### src/rtl/pack_line_sched_pkg.sv
// Shared types and default constants for the pixel-packing line scheduler.
package pack_line_sched_pkg;

  localparam int unsigned FIFO_WIDTH_DEF = 12;
  localparam int unsigned PACK_DIV_DEF   = 4;
  localparam int unsigned MAX_HRES_DEF   = 540;
  localparam int unsigned DROP_W         = 8;

  typedef enum logic [1:0] {
    W_IDLE = 2'd0,
    W_LINE = 2'd1,
    W_DROP = 2'd2
  } wr_state_t;

  typedef enum logic {
    R_IDLE = 1'b0,
    R_WAIT = 1'b1
  } rd_state_t;

endpackage

### src/rtl/pack_line_sched_edge_det.sv
// Registered copy of a level signal plus a single-edge detector.
// FALLING selects which transition the pulse reports.
module pack_edge_det #(
  parameter bit FALLING = 1'b0
) (
  input  logic clk,
  input  logic rst_n,
  input  logic d,
  output logic pulse
);

  logic q;

  // Previous-cycle copy of the input.
  always_ff @(posedge clk) begin
    if (!rst_n) q <= 1'b0;
    else        q <= d;
  end

  assign pulse = FALLING ? (~d & q) : (d & ~q);

endmodule

### src/rtl/pack_line_sched.sv
// Ping-pong line scheduler: assigns input lines to two line-buffer banks,
// hands filled banks to the packer, drops lines when both banks are busy,
// and releases the output timing generator at the first frame line boundary.
module pack_line_sched
  import pack_line_sched_pkg::*;
#(
  parameter int unsigned FIFO_WIDTH = FIFO_WIDTH_DEF,
  parameter int unsigned PACK_DIV   = PACK_DIV_DEF,
  parameter int unsigned MAX_HRES   = MAX_HRES_DEF
) (
  input  logic                  in_pclk,
  input  logic                  in_rstn,
  input  logic                  in_vs,
  input  logic                  in_hs,
  input  logic                  in_de,
  input  logic                  in_valid,
  input  logic [FIFO_WIDTH-1:0] in_x,
  output logic                  wr_en,
  output logic                  wr_bank,
  output logic [FIFO_WIDTH-1:0] wr_addr,
  output logic                  rd_start,
  output logic                  rd_bank,
  output logic [FIFO_WIDTH-1:0] rd_words,
  input  logic                  rd_done,
  output logic                  gen_rstn,
  output logic [FIFO_WIDTH-1:0] line_idx,
  output logic [DROP_W-1:0]     drop_cnt,
  output logic                  ovf
);

  localparam int unsigned CW = FIFO_WIDTH + 1;

  logic line_start, line_end, vs_fall, hs_fall;

  wr_state_t w_state, w_next;
  rd_state_t r_state, r_next;

  logic [1:0]            full;
  logic [FIFO_WIDTH-1:0] len0, len1;
  logic [FIFO_WIDTH-1:0] pix_cnt;
  logic                  frame_armed;

  logic       accept, drop, commit, trunc, start, clear;
  logic [1:0] set_m, clr_m;
  logic [CW-1:0] words_c;

  pack_edge_det #(.FALLING(1'b0)) u_de_rise (
    .clk(in_pclk), .rst_n(in_rstn), .d(in_de), .pulse(line_start)
  );
  pack_edge_det #(.FALLING(1'b1)) u_de_fall (
    .clk(in_pclk), .rst_n(in_rstn), .d(in_de), .pulse(line_end)
  );
  pack_edge_det #(.FALLING(1'b1)) u_vs_fall (
    .clk(in_pclk), .rst_n(in_rstn), .d(in_vs), .pulse(vs_fall)
  );
  pack_edge_det #(.FALLING(1'b1)) u_hs_fall (
    .clk(in_pclk), .rst_n(in_rstn), .d(in_hs), .pulse(hs_fall)
  );

  assign wr_addr = in_x;

  // Packed word count for the line just finished, rounded up.
  assign words_c = (CW'(pix_cnt) + CW'(PACK_DIV - 1)) / CW'(PACK_DIV);

  // FSM state registers.
  always_ff @(posedge in_pclk) begin
    if (!in_rstn) begin
      w_state <= W_IDLE;
      r_state <= R_IDLE;
    end else begin
      w_state <= w_next;
      r_state <= r_next;
    end
  end

  // Write FSM: line acceptance, pixel strobes, bank commit.
  always_comb begin
    w_next = w_state;
    wr_en  = 1'b0;
    accept = 1'b0;
    drop   = 1'b0;
    commit = 1'b0;
    trunc  = 1'b0;
    if (in_rstn) begin
      case (w_state)
        W_IDLE: begin
          if (line_start) begin
            if (!full[wr_bank]) begin
              w_next = W_LINE;
              accept = 1'b1;
              wr_en  = in_valid;
            end else begin
              w_next = W_DROP;
              drop   = 1'b1;
            end
          end
        end
        W_LINE: begin
          if (in_valid && in_de) begin
            if (pix_cnt < FIFO_WIDTH'(MAX_HRES)) wr_en = 1'b1;
            else                                 trunc = 1'b1;
          end
          if (line_end) begin
            w_next = W_IDLE;
            commit = (pix_cnt != '0);
          end
        end
        W_DROP: begin
          if (line_end) w_next = W_IDLE;
        end
        default: w_next = W_IDLE;
      endcase
    end
  end

  // Read FSM: announce a full bank, retire it on rd_done.
  always_comb begin
    r_next = r_state;
    start  = 1'b0;
    clear  = 1'b0;
    case (r_state)
      R_IDLE: begin
        if (full[rd_bank]) begin
          r_next = R_WAIT;
          start  = 1'b1;
        end
      end
      R_WAIT: begin
        if (rd_done) begin
          r_next = R_IDLE;
          clear  = 1'b1;
        end
      end
      default: r_next = R_IDLE;
    endcase
  end

  // Bank set/clear masks; opposite banks may change in the same cycle.
  always_comb begin
    set_m = 2'b00;
    clr_m = 2'b00;
    if (commit) set_m[wr_bank] = 1'b1;
    if (clear)  clr_m[rd_bank] = 1'b1;
  end

  // Write-side datapath, bank status and frame bookkeeping.
  always_ff @(posedge in_pclk) begin
    if (!in_rstn) begin
      full        <= 2'b00;
      len0        <= '0;
      len1        <= '0;
      pix_cnt     <= '0;
      wr_bank     <= 1'b0;
      line_idx    <= '0;
      drop_cnt    <= '0;
      ovf         <= 1'b0;
      frame_armed <= 1'b0;
      gen_rstn    <= 1'b0;
    end else begin
      if (accept)     pix_cnt <= FIFO_WIDTH'(wr_en);
      else if (wr_en) pix_cnt <= pix_cnt + FIFO_WIDTH'(1);

      full <= (full | set_m) & ~clr_m;

      if (commit) begin
        if (wr_bank) len1 <= FIFO_WIDTH'(words_c);
        else         len0 <= FIFO_WIDTH'(words_c);
        wr_bank <= ~wr_bank;
      end

      if (vs_fall)     line_idx <= '0;
      else if (commit) line_idx <= line_idx + FIFO_WIDTH'(1);

      if (drop && drop_cnt != {DROP_W{1'b1}}) drop_cnt <= drop_cnt + DROP_W'(1);
      if (drop || trunc) ovf <= 1'b1;

      if (vs_fall)                 frame_armed <= 1'b1;
      if (hs_fall && frame_armed)  gen_rstn    <= 1'b1;
    end
  end

  // Read-side registered outputs.
  always_ff @(posedge in_pclk) begin
    if (!in_rstn) begin
      rd_start <= 1'b0;
      rd_words <= '0;
      rd_bank  <= 1'b0;
    end else begin
      rd_start <= start;
      if (start) rd_words <= rd_bank ? len1 : len0;
      if (clear) rd_bank  <= ~rd_bank;
    end
  end

endmodule
### config.mk
export PLATFORM = sky130hd
export DESIGN_NAME = pack_line_sched
export DESIGN_NICKNAME = d
export VERILOG_FILES = /design/src/rtl/pack_line_sched_pkg.sv /design/src/rtl/pack_line_sched_edge_det.sv /design/src/rtl/pack_line_sched.sv
export SDC_FILE = /design/constraint.sdc
export NUM_CORES = 1
export LEC_CHECK = 0
export ABC_CLOCK_PERIOD_IN_PS = 1850
export CAP_MARGIN = 20
export CORE_ASPECT_RATIO = 1.75
export CORE_MARGIN = 5
export CORE_UTILIZATION = 47
export CTS_BUF_LIST = sky130_fd_sc_hd__clkbuf_8 sky130_fd_sc_hd__clkbuf_16
export CTS_CLUSTER_DIAMETER = 200
export DETAILED_ROUTE_END_ITERATION = 7
export PLACE_DENSITY = 0.85
export SLEW_MARGIN = 25
export SYNTH_ARGS = -nofsm -noshare
export SYNTH_HDL_FRONTEND = slang
export SYNTH_SLANG_ARGS = --single-unit
### constraint.sdc
create_clock -name in_pclk -period 1.85 [get_ports in_pclk]
set_input_delay 0.2775 -clock in_pclk [delete_from_list [all_inputs] [get_ports in_pclk]]
set_output_delay 0.2775 -clock in_pclk [all_outputs]
set_load 0.02 [all_outputs]
* Word level (Yosys, flattened, before mapping) *
Cells that the tools add are included.

operators by class
  add/sub/neg operators = 4
  divide/modulo/power cells = 0
  $lt $le $gt $ge = 5
  multiplexer cells = 44
  bitwise gates (word level) = 15
  reduce and logical (&&, ||, !) cells = 15
  eq/ne operators = 5
  shift-type cells = 0
  $mul = 0

operators by type and width
  operator                                                                         number
  1-bit 2-to-1 mux                                                                 33
  12-bit by 1-bit adder with 12-bit output (second input constant)                 2
  12-bit by 2-bit adder with 13-bit output (second input constant)                 1
  12-bit by 10-bit less-than comparator with 1-bit output (second input constant)  1
  12-bit nonzero test                                                              1
  11-bit 2-to-1 mux                                                                1
  2-bit 2-to-1 mux                                                                 5
  8-bit by 1-bit adder with 8-bit output (second input constant)                   1
  8-bit inequality test (second input constant)                                    1
  1-bit NOT                                                                        8
  2-bit AND reduction                                                              3
  2-bit OR reduction                                                               3
  1-bit logical AND                                                                5
  1-bit AND                                                                        4
  1-bit by 2-bit less-than comparator with 1-bit output (second input constant)    2
  1-bit case mux with 2 select lines                                               2
  2-bit case mux with 2 select lines                                               1
  2-bit AND                                                                        1
  1-bit demux with 1-bit select                                                    2
  2-bit by 1-bit == test with 1-bit output (second input constant)                 1
  2-bit == test (second input constant)                                            1
  1-bit greater-or-equal comparator (second input constant)                        2
  2-bit zero test                                                                  1
  2-bit by 1-bit inequality test with 1-bit output (second input constant)         1
  other kinds (5)                                                                  5

word-level totals
  memories = 0
  memory bits (writable) = 0
  output and inout port bits = 50
  logic and storage cells = 107
  flip-flop bits (word level) = 80
  bits in latches = 0
  bits in read-only memories = 0

* Depth between registers and ports, before layout *
Gate-level depths: netlist of the first run.

  depth after elaboration = 8
  depth in mapped cells = 8
  mapped depth without buffers = 7

* Modules after synthesis *
From an unflattened synthesis of the first run, not the netlist that was laid out.

second synthesis, totals
  cells, all modules = 423
  area total of the unflattened synthesis = 3792.4 sq um

by module, submodules not included
  module                         times used  seq. area each (sq um)  area each (sq um)  cells each
  pack_line_sched                1           1521.5                  3643.5             411
  pack_edge_det (u_de_fall ...)  3           20.0                    36.3               3
  pack_edge_det (u_de_rise)      1           20.0                    40.0               3

* Least setup slack after synthesis of the first run *
Ideal clock, no wire load.

  kind = reg-to-reg
  start = register pix_cnt[0]
  end = register len0[0]
  path slack = -38 ps
  stages on the path, launching flop included = 9
  period minus slack after synthesis = 1888 ps
  data arrival time = 1760 ps
  cell sequence = dfxtp_1 > inv_1 > ha_1 > nor4b_1 > a31oi_2 > nor2b_1 > buf_2 > mux2i_1 > nor2_1

between the ends
  longest elaborated chain between the ends = 5
  elaborated cells on any way between the ends = 6
  classes of those cells = add/sub (1); mux (3); reduce/logical (2)

ends and longest elaborated chain
  what                                                                              line                    RTL
  from (decl)                                                                       pack_line_sched.sv:40   logic [FIFO_WIDTH-1:0] pix_cnt;
  from (signal assigned)                                                            pack_line_sched.sv:160  if (accept) pix_cnt <= FIFO_WIDTH'(wr_en);
  from (signal assigned)                                                            pack_line_sched.sv:161  else if (wr_en) pix_cnt <= pix_cnt + FIFO_WIDTH'(1);
  branches (longest 5 deep; another with 12-bit by 2-bit adder with 13-bit output)  -
  to (signal assigned)                                                              pack_line_sched.sv:167  else len0 <= FIFO_WIDTH'(words_c);
  to (decl)                                                                         pack_line_sched.sv:39   logic [FIFO_WIDTH-1:0] len0, len1;

Parallel ways; which one is timed is not known.
A chain may end at the register's enable or synchronous reset.

* Final worst setup path of the first run *
  start = register w_state[1]
  end = output wr_en

between the ends
  longest elaborated chain between the ends = 3
  elaborated cells on any way between the ends = 4
  classes of those cells = eq/ne (1); mux (2); reduce/logical (1)

ends and longest elaborated chain
  what                                                                         line                   RTL
  from (decl)                                                                  pack_line_sched.sv:35  wr_state_t w_state, w_next;
  from (signal assigned)                                                       pack_line_sched.sv:71  w_state <= w_next;
  2-bit by 1-bit == test with 1-bit output or 2-bit zero test (tied branches)  pack_line_sched.sv:85  case (w_state)
  1-bit case mux with 2 select lines (*)                                       pack_line_sched.sv:85
  1-bit 2-to-1 mux (*)                                                         pack_line_sched.sv:84  if (in_rstn) begin
  to (decl)                                                                    pack_line_sched.sv:18  output logic wr_en,

Mark *: on every way between the ends. The rest lies on a longest branch, timed or not.

==> results of run 1 <==
## Yosys cell counts (4+ instances only)
library cell  instances  area share
a211oi_1             21       0.044
a21oi_1              21       0.029
a31oi_1               4      0.0070
and3_1                8       0.014
buf_2                 9       0.013
buf_4                13       0.027
clkbuf_1             10       0.010
dfxtp_1              79        0.44
ha_1                  6       0.021
inv_1                11       0.012
mux2i_1              20       0.056
nand2_1              18       0.019
nand3_1              10       0.014
nand4_1              14       0.024
nor2_1               66       0.069
nor3_1                5      0.0070
o21ai_0              14       0.020
xnor2_1              17       0.042
xor2_1               13       0.032
## sequential cells by signal (all words and copies together), names as in the netlist, 2 cells and up
name	flops
line_idx	12
rd_words	11
pix_cnt	12
drop_cnt	8
len1	11
w_state	2
full	2
len0	11
## stage by stage
stage / area [um^2] / setup TNS [ns] / setup slack (ns) / total power [mW]
after floorplan: 3590 / 0 / 0.0438 / 1.89
after CTS: 4600 / -0.0406 / -0.0373 / 3.59
after detailed placement: 4270 / -3.05 / -0.429 / 1.94
final: 4630 / -0.0311 / -0.0311 / 3.57
after global placement: 4270 / -2.01 / -0.413 / 1.93
after global routing: 4630 / -0.184 / -0.106 / 3.70
## critical path: stages, from the launching register on
cell	delay, ns
dfxtp_1	0.33
inv_2	0.06
ha_4	0.16
and3b_1	0.18
a32oi_2	0.21
and2_4	0.19
nor2_2	0.04
buf_6	0.12
## metal layers
metal / track usage / up-vias
met3: 0.0345 / 13
met4: 0.0807 / 0
met1: 0.177 / 1394
met5: 0 / -
met2: 0.308 / 54
li1: - / 1507
## worst paths after layout
path,start,to,slack (ns),cells after the start
setup / recovery,w_state[1]$_SDFFE_PN0P_,wr_en,-0.03,7
hold / removal,gen_rstn$_SDFFE_PN0P_,gen_rstn$_SDFFE_PN0P_,0.47,2
setup reg to reg,w_state[1]$_SDFFE_PN0P_,pix_cnt[7]$_SDFFE_PP0P_,0.01,9
hold reg to reg,gen_rstn$_SDFFE_PN0P_,gen_rstn$_SDFFE_PN0P_,0.47,2
## area by class of cell
cell class,instances,area [um^2]
repair buffers,89,790
well taps,88,110
flip-flops and latches,79,1580
fillers,625,2890
clock inverters,6,46.3
inverters,12,45.0
clock buffers,10,239
multi-input cells,274,1810
## cell families (layout without fill, tap and decap cells)
| family | count (synthesis) | after routing | share of synthesized area |
|---|---|---|---|
| xor+xnor | 30 | 30 | 0.0733 |
| mux | 22 | 22 | 0.0621 |
| buf+inv | 47 | 117 | 0.0684 |
| compound gates | 74 | 74 | 0.138 |
| fa+ha+maj | 6 | 6 | 0.0209 |
| simple gates | 141 | 141 | 0.195 |
| flops | 79 | 79 | 0.441 |
| other cells | 1 | 1 | 0.00105 |
## power breakdown
part | internal, mW | switching (mW) | total, mW
sequential | 1.71 | 0.00630 | 1.72
combinational | 0.0937 | 0.106 | 0.200
clock | 0.949 | 0.702 | 1.65
## what timing repair did
action,CTS,global route
setup endpoints to repair,5,5
buffers inserted,2,0
pin swaps,6,1
gates resized for setup,17,4
==> results.json, run 1 <==
{
  "status": "finished with violations",
  "violations": "negative setup slack",
  "crit_type": "register to output port",
  "final_cell_mix": "dfxtp_1, nor2_1, buf_4, clkdlybuf4s50_1, a211oi_1",
  "drive_gt1_frac": 0.185,
  "synthFlopType": "dfxtp_1",
  "antenna_found_initial": 0,
  "grt_usage": 0.167,
  "ys_seq_area_frac": 0.441,
  "synthDistinctLibCells": 50,
  "clock_skew_ns": 0.00754,
  "hold_viol_final": 0,
  "grt_pass1_vias": 3014,
  "grt_max_degree": 43,
  "cellLeakagePower_nw": 1.68,
  "cts_tree": "built",
  "dr.first_iter.drc_count": 194,
  "wl_met2_um": 4300,
  "final_common_cell": "dfxtp_1",
  "arrival_ns": 1.60,
  "synth_edf_count": 0,
  "clkLatencyLatePin_ns": 0.33,
  "dpl.hpwl_um": 5630,
  "final.setup.worst_slack_ns": -0.0311,
  "finalSetupViolations": 1,
  "cts_hold_buffers": 0,
  "yosys_warnings": 0,
  "synth_nets": 425,
  "drc": 0,
  "die_h_um": 126,
  "row_count": 42,
  "whs_ns": 0.472,
  "vdd_drop_max_mv": 0.575,
  "highest_layer": "met4",
  "ys_ff_latch": 79,
  "hp-class": "register to register",
  "vias": 2968,
  "initial_core_util": 0.477,
  "cellPowerDensity_nw_per_um2": 772,
  "area_growth_pct": 29.0,
  "wl_per_cell_um": 14.1,
  "avgSynthCellArea_um2": 8.96,
  "maxCapViolations": 0,
  "fin_cells": 558,
  "required_ns": 1.57,
  "vias_per_cell": 5.32,
  "ios": 69,
  "netlist_instances": 400,
  "worst-path-max-fanout": 3,
  "cp-end-kind": "output port",
  "die_w_um": 76.0,
  "fmax_mhz": 532,
  "fin_crit_sh": 1.02,
  "grt_pass1_wl_um": 13400,
  "cp-start-kind": "register",
  "postLayoutCoreUtil": 0.616,
  "clk_path_buf_depth": 2,
  "dr.pass1.iters": 4,
  "die-area_um2": 9550,
  "cts-root-buf": "clkbuf_16",
  "antenna_left": 0,
  "routabilityCongestion": 0.818,
  "nets": 490,
  "ctsHtreeMaxLevel": 3,
  "grt_overflow": 0,
  "n_antenna_cell": 0,
  "rsz0062_at_grt": "yes",
  "portBuffers": 43,
  "cts_made_buffers": 9,
  "place_inst": 540,
  "synth_area_um2": 3590,
  "drv_slew": 0,
  "wl_met1_um": 3080,
  "met3_wirelength_um": 264,
  "wl_um": 7840,
  "cts.reportedPaths.clkPinSlew_ns": 0.06,
  "period_minus_slack_ns": 1.88,
  "cts.sinks": 79,
  "core_area_um2": 7510,
  "async_flop_share": 0
}
(Power assumes the default switching activity.)
==> inputs of run 2 (changes only) <==
--- a/config.mk
+++ b/config.mk
@@ -10,7 +10,6 @@
 export CORE_ASPECT_RATIO = 1.75
 export CORE_MARGIN = 5
 export CORE_UTILIZATION = 47
-export CTS_BUF_LIST = sky130_fd_sc_hd__clkbuf_8 sky130_fd_sc_hd__clkbuf_16
 export CTS_CLUSTER_DIAMETER = 200
 export DETAILED_ROUTE_END_ITERATION = 7
 export PLACE_DENSITY = 0.85
==> results of run 2 <==
The final DEF is identical to that of run 1; final timing and power are the same.
